--- src/rtl/if_fetch_stage.sv ---
// if_fetch_stage
//   Instruction fetch and IF/ID pipeline register for the 5-stage MIPS core.
//   The stage owns the fetch PC and drives a req/ack instruction-memory port
//   that may insert wait states. It honours the hazard-unit stall and the
//   branch/jump flush from ID. ID receives {inst, pc+4, valid}; a bubble is
//   presented as inst=0 with valid=0.
//
// Ports
//   clk_i, rst_i          clock (rising edge), synchronous active-high reset
//   stall_i               hold the PC and the IF/ID contents
//   flush_i, target_i     squash IF/ID and redirect the PC to target_i
//   imem_req_o/addr_o     read request and word-aligned read address
//   imem_ack_i/data_i     read completion and instruction word (same cycle)
//   inst_o, pc_o, valid_o IF/ID register: instruction, its pc+4, real-inst flag
//   fetch_busy_o          a request is outstanding and not acked this cycle
module if_fetch_stage #(
    parameter logic [31:0] RESET_PC = 32'h0000_0000
) (
    input  logic        clk_i,
    input  logic        rst_i,
    input  logic        stall_i,
    input  logic        flush_i,
    input  logic [31:0] target_i,
    output logic        imem_req_o,
    output logic [31:0] imem_addr_o,
    input  logic        imem_ack_i,
    input  logic [31:0] imem_data_i,
    output logic [31:0] inst_o,
    output logic [31:0] pc_o,
    output logic        valid_o,
    output logic        fetch_busy_o
);

    // FETCH: request live. HOLD: word parked in the buffer while stalled.
    // DRAIN: a flush arrived while the request was still outstanding; wait
    //        out the ack, throw the word away, then jump to the saved target.
    typedef enum logic [1:0] {
        S_FETCH = 2'd0,
        S_HOLD  = 2'd1,
        S_DRAIN = 2'd2
    } state_e;

    state_e      state_q, state_d;
    logic [31:0] fetch_pc_q, fetch_pc_d;
    logic [31:0] inst_q, inst_d;
    logic [31:0] pc_q, pc_d;
    logic        valid_q, valid_d;
    logic [31:0] hold_q, hold_d;
    logic [31:0] target_q, target_d;

    logic        req;
    logic        ack;
    logic [31:0] tgt;
    logic [31:0] pc_plus4;

    assign req      = ~rst_i & (state_q != S_HOLD);
    assign ack      = req & imem_ack_i;     // an ack without a live request is ignored
    assign tgt      = {target_i[31:2], 2'b00};
    assign pc_plus4 = fetch_pc_q + 32'd4;   // 32-bit wrap is intended

    always_comb begin
        state_d    = state_q;
        fetch_pc_d = fetch_pc_q;
        inst_d     = inst_q;
        pc_d       = pc_q;
        valid_d    = valid_q;
        hold_d     = hold_q;
        target_d   = target_q;

        // Flush always squashes IF/ID, even when stalled.
        if (flush_i) begin
            inst_d  = 32'd0;
            pc_d    = 32'd0;
            valid_d = 1'b0;
        end

        case (state_q)
            S_FETCH: begin
                if (flush_i) begin
                    if (ack) begin
                        fetch_pc_d = tgt;
                    end else begin
                        // Request cannot be withdrawn; remember where to go.
                        target_d = tgt;
                        state_d  = S_DRAIN;
                    end
                end else if (ack) begin
                    if (stall_i) begin
                        hold_d  = imem_data_i;
                        state_d = S_HOLD;
                    end else begin
                        inst_d     = imem_data_i;
                        pc_d       = pc_plus4;
                        valid_d    = 1'b1;
                        fetch_pc_d = pc_plus4;
                    end
                end else if (!stall_i) begin
                    inst_d  = 32'd0;
                    pc_d    = 32'd0;
                    valid_d = 1'b0;
                end
            end
            S_HOLD: begin
                if (flush_i) begin
                    fetch_pc_d = tgt;
                    state_d    = S_FETCH;
                end else if (!stall_i) begin
                    inst_d     = hold_q;
                    pc_d       = pc_plus4;
                    valid_d    = 1'b1;
                    fetch_pc_d = pc_plus4;
                    state_d    = S_FETCH;
                end
            end
            S_DRAIN: begin
                if (flush_i) begin
                    // Newest flush wins, whether or not the ack lands now.
                    if (ack) begin
                        fetch_pc_d = tgt;
                        state_d    = S_FETCH;
                    end else begin
                        target_d = tgt;
                    end
                end else begin
                    if (ack) begin
                        fetch_pc_d = target_q;
                        state_d    = S_FETCH;
                    end
                    if (!stall_i) begin
                        inst_d  = 32'd0;
                        pc_d    = 32'd0;
                        valid_d = 1'b0;
                    end
                end
            end
            default: begin
                state_d = S_FETCH;
            end
        endcase
    end

    always_ff @(posedge clk_i) begin
        if (rst_i) begin
            state_q    <= S_FETCH;
            fetch_pc_q <= {RESET_PC[31:2], 2'b00};
            inst_q     <= 32'd0;
            pc_q       <= 32'd0;
            valid_q    <= 1'b0;
            hold_q     <= 32'd0;
            target_q   <= 32'd0;
        end else begin
            state_q    <= state_d;
            fetch_pc_q <= fetch_pc_d;
            inst_q     <= inst_d;
            pc_q       <= pc_d;
            valid_q    <= valid_d;
            hold_q     <= hold_d;
            target_q   <= target_d;
        end
    end

    assign imem_req_o   = req;
    assign imem_addr_o  = fetch_pc_q;
    assign fetch_busy_o = req & ~imem_ack_i;
    assign inst_o       = inst_q;
    assign pc_o         = pc_q;
    assign valid_o      = valid_q;

endmodule

--- config.mk ---
export PLATFORM = sky130hd
export DESIGN_NAME = if_fetch_stage
export DESIGN_NICKNAME = d
export VERILOG_FILES = /design/src/rtl/if_fetch_stage.sv
export SDC_FILE = /design/constraint.sdc
export NUM_CORES = 1
export LEC_CHECK = 0
export ABC_AREA = 1
export BUFFER_PORTS_ARGS = -buffer_cell sky130_fd_sc_hd__buf_2
export CAP_MARGIN = 20
export CELL_PAD_IN_SITES_DETAIL_PLACEMENT = 0
export CELL_PAD_IN_SITES_GLOBAL_PLACEMENT = 1
export CORE_UTILIZATION = 39
export CTS_CLUSTER_SIZE = 8
export DETAILED_ROUTE_END_ITERATION = 10
export PLACE_DENSITY = 0.93
export SLEW_MARGIN = 20
export SYNTH_ARGS = -nofsm -noshare
export SYNTH_HDL_FRONTEND = slang
export SYNTH_SLANG_ARGS = --single-unit
--- constraint.sdc ---
create_clock -name clk_i -period 1.95 [get_ports clk_i]
set_clock_uncertainty 0.05 [all_clocks]
set_input_delay 0.0975 -clock clk_i [delete_from_list [all_inputs] [get_ports clk_i]]
set_output_delay 0.0975 -clock clk_i [all_outputs]
set_load 0.005 [all_outputs]
[Yosys cells after proc, flatten, opt, wreduce, memory -nomap -nowiden]
Cells that the tools add are included.
Storage, ports and cells
  flip-flop bits (word level): 161
  input port bits: 69
  output and inout port bits: 99
  word-level logic and storage cells: 72
Cells by class
  add/sub/neg operators: 1
  equality and inequality tests: 9
  muxes and demuxes: 41
  bitwise logic cells: 7
  reduce and logical (&&, ||, !) cells: 7
Operators with widths (count)
  two-way mux 32 bit: 22
  case mux 32 bit (3 select lines): 3
  adder 32 x 3 -> 32 bit (second input constant): 1
  != test 3 bit (second input constant): 5
  two-way mux 2 bit: 7
  two-way mux 1 bit: 7
  case mux 2 bit (3 select lines): 1
  AND reduction 3 bit: 2
  AND reduction 5 bit: 1
  inverter 1 bit: 4
  AND reduction 4 bit: 1
  bitwise AND 1 bit: 3
  case mux 1 bit (3 select lines): 1
  nonzero test 3 bit: 1
  == test 2 x 1 -> 1 bit (second input constant): 1
  == test 2 bit (second input constant): 1
  logical NOT 2 bit: 1
  != test 2 x 1 -> 1 bit (second input constant): 1
  != test 2 bit (second input constant): 1
  OR reduction 2 bit: 1

[Longest topological paths before layout]
  word-level depth: 6
  mapped depth: 12
  depth with buffers taken out: 12

[Worst setup path before layout]
Ideal clock, no wire load.
  path type: register to register
  start: register state_q[1]
  end: register fetch_pc_q[6], in the netlist imem_addr_o[6]
  data arrival time: 1607 ps
  data required time: 1768 ps
  setup slack: 161 ps
  stages on the path, launching flop included: 13
  buffers on the path: 2
  clock period less this slack: 1789 ps
  cells stage by stage: dfxtp_1 inv_1 ha_1 nor2_2 nand2_2 buf_6 buf_2 a21oi_1 o21ai_1 a21oi_1 nand2_1 nand3_1 a21oi_1
On the way
  longest elaborated chain between the ends: 6
  elaborated cells on any way between the ends: 14
  those cells by class: 5 x eq/ne; 4 x mux; 2 x bitwise; 3 x reduce/logical
Ends and longest elaborated chain
  start: declaration: RTL line 43  | state_e state_q, state_d;
  start signal: assignment: RTL line 152  | state_q <= state_d;
  != test 2 x 1 -> 1 bit *: RTL line 56  | assign req = ~rst_i & (state_q != S_HOLD);
  bitwise AND 1 bit *: RTL line 56
  via imem_req_o: RTL line 24  | output logic imem_req_o,
  bitwise AND 1 bit *: RTL line 57  | assign ack = req & imem_ack_i;
  two-way mux 32 bit
  two-way mux 32 bit (on tied branches)
  case mux 32 bit (3 select lines): RTL line 77  | case (state_q)
  end signal: assignment: RTL line 145  | fetch_pc_q <= {RESET_PC[31:2], 2'b00};
  end signal: assignment: RTL line 153  | fetch_pc_q <= fetch_pc_d;
  end: declaration: RTL line 44  | logic [31:0] fetch_pc_q, fetch_pc_d;
The timed path passes the listed nets; every way through them passes the cells marked *.
A chain may end at the register's enable or synchronous reset.

[Final worst setup path]
  start: register state_q[1]
  end: register fetch_pc_q[9], in the netlist imem_addr_o[9]
On the way
  longest elaborated chain between the ends: 6
  elaborated cells on any way between the ends: 14
  those cells by class: 5 x eq/ne; 4 x mux; 2 x bitwise; 3 x reduce/logical
Ends and longest elaborated chain (RTL line)
  != test 2 x 1 -> 1 bit: 56
  bitwise AND 1 bit: 56
  bitwise AND 1 bit: 57
  two-way mux 32 bit
  two-way mux 32 bit (on tied branches)
  case mux 32 bit (3 select lines): 77
Parallel ways exist; a longest one is shown, timed or not.

==> run metrics <==
status finished clean; filler cell count 2486; largest net degree at the start of global routing 58; R2R Path End imem_addr_o[9]; post-route core utilization 52.4%; aggregate routed wire length 35100 microns; most used standard cell by instance count after synthesis sky130_fd_sc_hd__nand2_1; initial cell density of the core 39.9%; internal power summed over all cells 6.33 mW; detailed-routed wire length on met3 2740 microns; routed len/inst 16.1 microns; CTS buffer count 17; switching portion of total power 35.4%; Net Switching 3.47 mW; number of H-tree branching levels 4; time the worst path needs with I/O delays and setup 1.88 ns; Cells after Synth 1606; DR top layer met4; R2R cell count 13; final std cell area, no fill 0.0128 sq mm; Crit Path Max Fanout 5; leakage power 5.64 nW; most frequent cells after synthesis 356 x sky130_fd_sc_hd__nand2_1, 237 x sky130_fd_sc_hd__nor2_1, 203 x sky130_fd_sc_hd__o21ai_0, 201 x sky130_fd_sc_hd__a21oi_1, 161 x sky130_fd_sc_hd__dfxtp_1; highest clock rate 0.533 GHz; Synth top area share 33.1%; final number of hold-violating endpoints 0; violation count after the first detailed-routing iteration 1086; Final Setup Violations 0; sequential group share of total power 38.6%; total of warnings raised by yosys 0; Crit. Startpoint state_q[1]; post-DP HPWL 23300 microns; number of global-route vias before repair 10977; worst hold path type in2reg; part of the total power dissipated in the clock network 34.1%; fraction of synthesis flops using an asynchronous set or reset pin 0%; dominant cells by area after synthesis sky130_fd_sc_hd__dfxtp_1 33%, sky130_fd_sc_hd__nand2_1 14%, sky130_fd_sc_hd__o21ai_0 10%; Seq/Total Area, Yosys 33.1%; unrepaired setup endpoints after global routing yes; capture point of the critical path imem_addr_o[9]; Residual DRC 0; weighted congestion at the end of routability-driven global placement 0.902; die span in y 160 microns; type of the worst setup path reg2reg; origin of the worst min-delay path rst_i; latest clock arrival within the worst-skew pair 0.44 ns; register bit count reported by yosys 161; clock tree root buffer cell sky130_fd_sc_hd__clkbuf_16; post-detailed-route via-to-cell ratio 5.43; count of pins over their slew limit 0; crit share post-route 96.3%; number of nets in the layout 1914; Pwr Density 766 mW/mm^2; number of maximum-capacitance violations 0; fraction of layout cells with a size suffix above 1 19.6%; clock transition time at the flip-flop clock pins of the worst setup and hold paths 0.07 ns; Die Area 0.0256 sq mm; number of antenna violations at the first check in global routing 2; Net Count, Synth 1680; overflow left after global routing 0; most used flip-flop cell after synthesis sky130_fd_sc_hd__dfxtp_1; synthesized cell area 0.00973 sq mm; crit end category flip-flop; area inside the core boundary 0.0244 sq mm; floorplan row count 57; Chip Width 160 microns; Unique masters post-synth 37; clock tree from TritonCTS built; r2r startpoint state_q[1]; Data arrival, critical path 2.19 ns; vias post-DR 11822; combinational share of power 27.3%; synthesis-to-layout area growth 31.4%; met2 wire len 16600 microns; Post-DRT Antenna Nets 0; per-instance average area after synthesis 6.06 sq um; worst endpoint required time 2.26 ns; I/O Buffers 165; number of synthesized flops with an enable pin 0; peak supply drop 0.536 mV; first-pass GRT wire length 55800 microns; CP Launch Type flip-flop; leading area contributor after synthesis sky130_fd_sc_hd__dfxtp_1; length of the first detailed-routing pass in iterations 6; remaining max-slew budget at the tightest pin 74.4%; number of primary I/O pins 168; Worst-Margin Slew 0.383 ns; maximum clock path buffer count 2; area post-placement 0.0113 sq mm; Pwr Total 9.81 mW; Routed met1 length 14600 microns; GRT Overall Usage 26.9%; TritonCTS Sinks 161; minimum setup slack among reg-to-reg paths 0.07 ns
==> flip-flops by register name (all words and copies together), names as in the netlist <==
| register | count |
|---|---|
| hold_q | 32 |
| imem_addr_o | 32 |
| inst_o | 32 |
| pc_o | 32 |
| state_q | 2 |
| target_q | 30 |
| valid_o | 1 |
==> worst min-delay path by stage <==
stage | slack, ns | to | cells after the start
2_1_floorplan | 0.17 | imem_req_o | 1
3_3_place_gp | 0.29 | target_q[15] | 3
3_5_place_dp | 0.30 | target_q[17] | 3
4_1_cts | 0.15 | state_q[0] | 3
5_1_grt | 0.16 | state_q[0] | 3
6_report | 0.16 | state_q[0] | 3
==> critical path, stage by stage (launching register included) <==
cell and delay [ns]:
sky130_fd_sc_hd__dfxtp_2 0.34, sky130_fd_sc_hd__inv_2 0.05, sky130_fd_sc_hd__ha_4 0.15, sky130_fd_sc_hd__nor2_2 0.12, sky130_fd_sc_hd__nand2_2 0.12, sky130_fd_sc_hd__clkinv_4 0.10, sky130_fd_sc_hd__buf_4 0.14, sky130_fd_sc_hd__nor2_4 0.04
sky130_fd_sc_hd__buf_4 0.18, sky130_fd_sc_hd__o2bb2ai_1 0.19, sky130_fd_sc_hd__nand2_1 0.07, sky130_fd_sc_hd__o21ai_0 0.08, sky130_fd_sc_hd__nand2_1 0.07, sky130_fd_sc_hd__a21oi_1 0.11
==> cell families after synthesis <==
group,count (synthesis),synth area share (%)
AND/OR/NAND/NOR,735,31.0
AO/OA/AOI/OAI,463,25.0
buffers and inverters,242,10.3
flip-flops,161,33.1
adder cells (fa/ha/maj),5,0.643
==> layout make-up <==
type	count	area (sq um)	area share, %
Clock inverter	15	151	1.18
Clock buffer	17	425	3.33
Sequential cell	161	3230	25.2
Multi-Input combinational cell	1204	5650	44.2
Timing Repair Buffer	324	2430	19.0
Antenna cell	2	5.00	0.0391
Tap cell	324	405	3.17
Inverter	132	500	3.91
==> placed cells by master (no fill, tap or decap), drive strengths merged <==
cell and instances:
and2 2, dfxtp 161, o211ai 4, dlygate4sd3 62, or2 4, a21oi 202
diode 2, a221oi 1, clkinv 8, buf 262, o21ai 211, nor2 251
o31ai 1, clkbuf 17, a22oi 4, o2bb2ai 1, o22ai 23, a211oi 4
clkinvlp 2, ha 5, nand2 362, nor3 19, a31oi 12, nand3 98
inv 137
==> routing by layer <==
metal	vias to the layer above	global-route usage (%)
met4	0	11.1
met5	-	0
met1	5484	33.5
met3	62	5.53
met2	524	45.3
li1	5752	-
==> power by group through the flow <==
stage	combinational [mW]	clock [mW]	sequential, mW
final	2.68	3.34	3.78
after CTS	2.55	3.38	3.77
after global routing	2.96	3.49	3.81
after floorplan	1.43	0	3.82
after global placement	2.39	0	3.84
after detailed placement	2.42	0	3.84
==> per-stage QoR <==
step / cells / setup WS [ns] / hold slack (ns) / TNS [ns]
2_1_floorplan: 1606 / 0.161 / 0.171 / 0
3_3_place_gp: 2074 / -0.136 / 0.293 / -3.36
3_5_place_dp: 2074 / -0.241 / 0.296 / -6.26
4_1_cts: 2170 / -0.00563 / 0.152 / -0.00966
5_1_grt: 2179 / -0.00694 / 0.162 / -0.0104
6_report: 2179 / 0.0731 / 0.159 / 0
==> repair_timing <==
item,CTS,global route
endpoints found under the setup margin,40,113
pin swaps,2,9
gates cloned,1,0
endpoints found under the hold margin,79,0
resized for setup,4,47
setup buffers,1,7
hold buffers,62,0
Power figures use the tool's default switching activity.
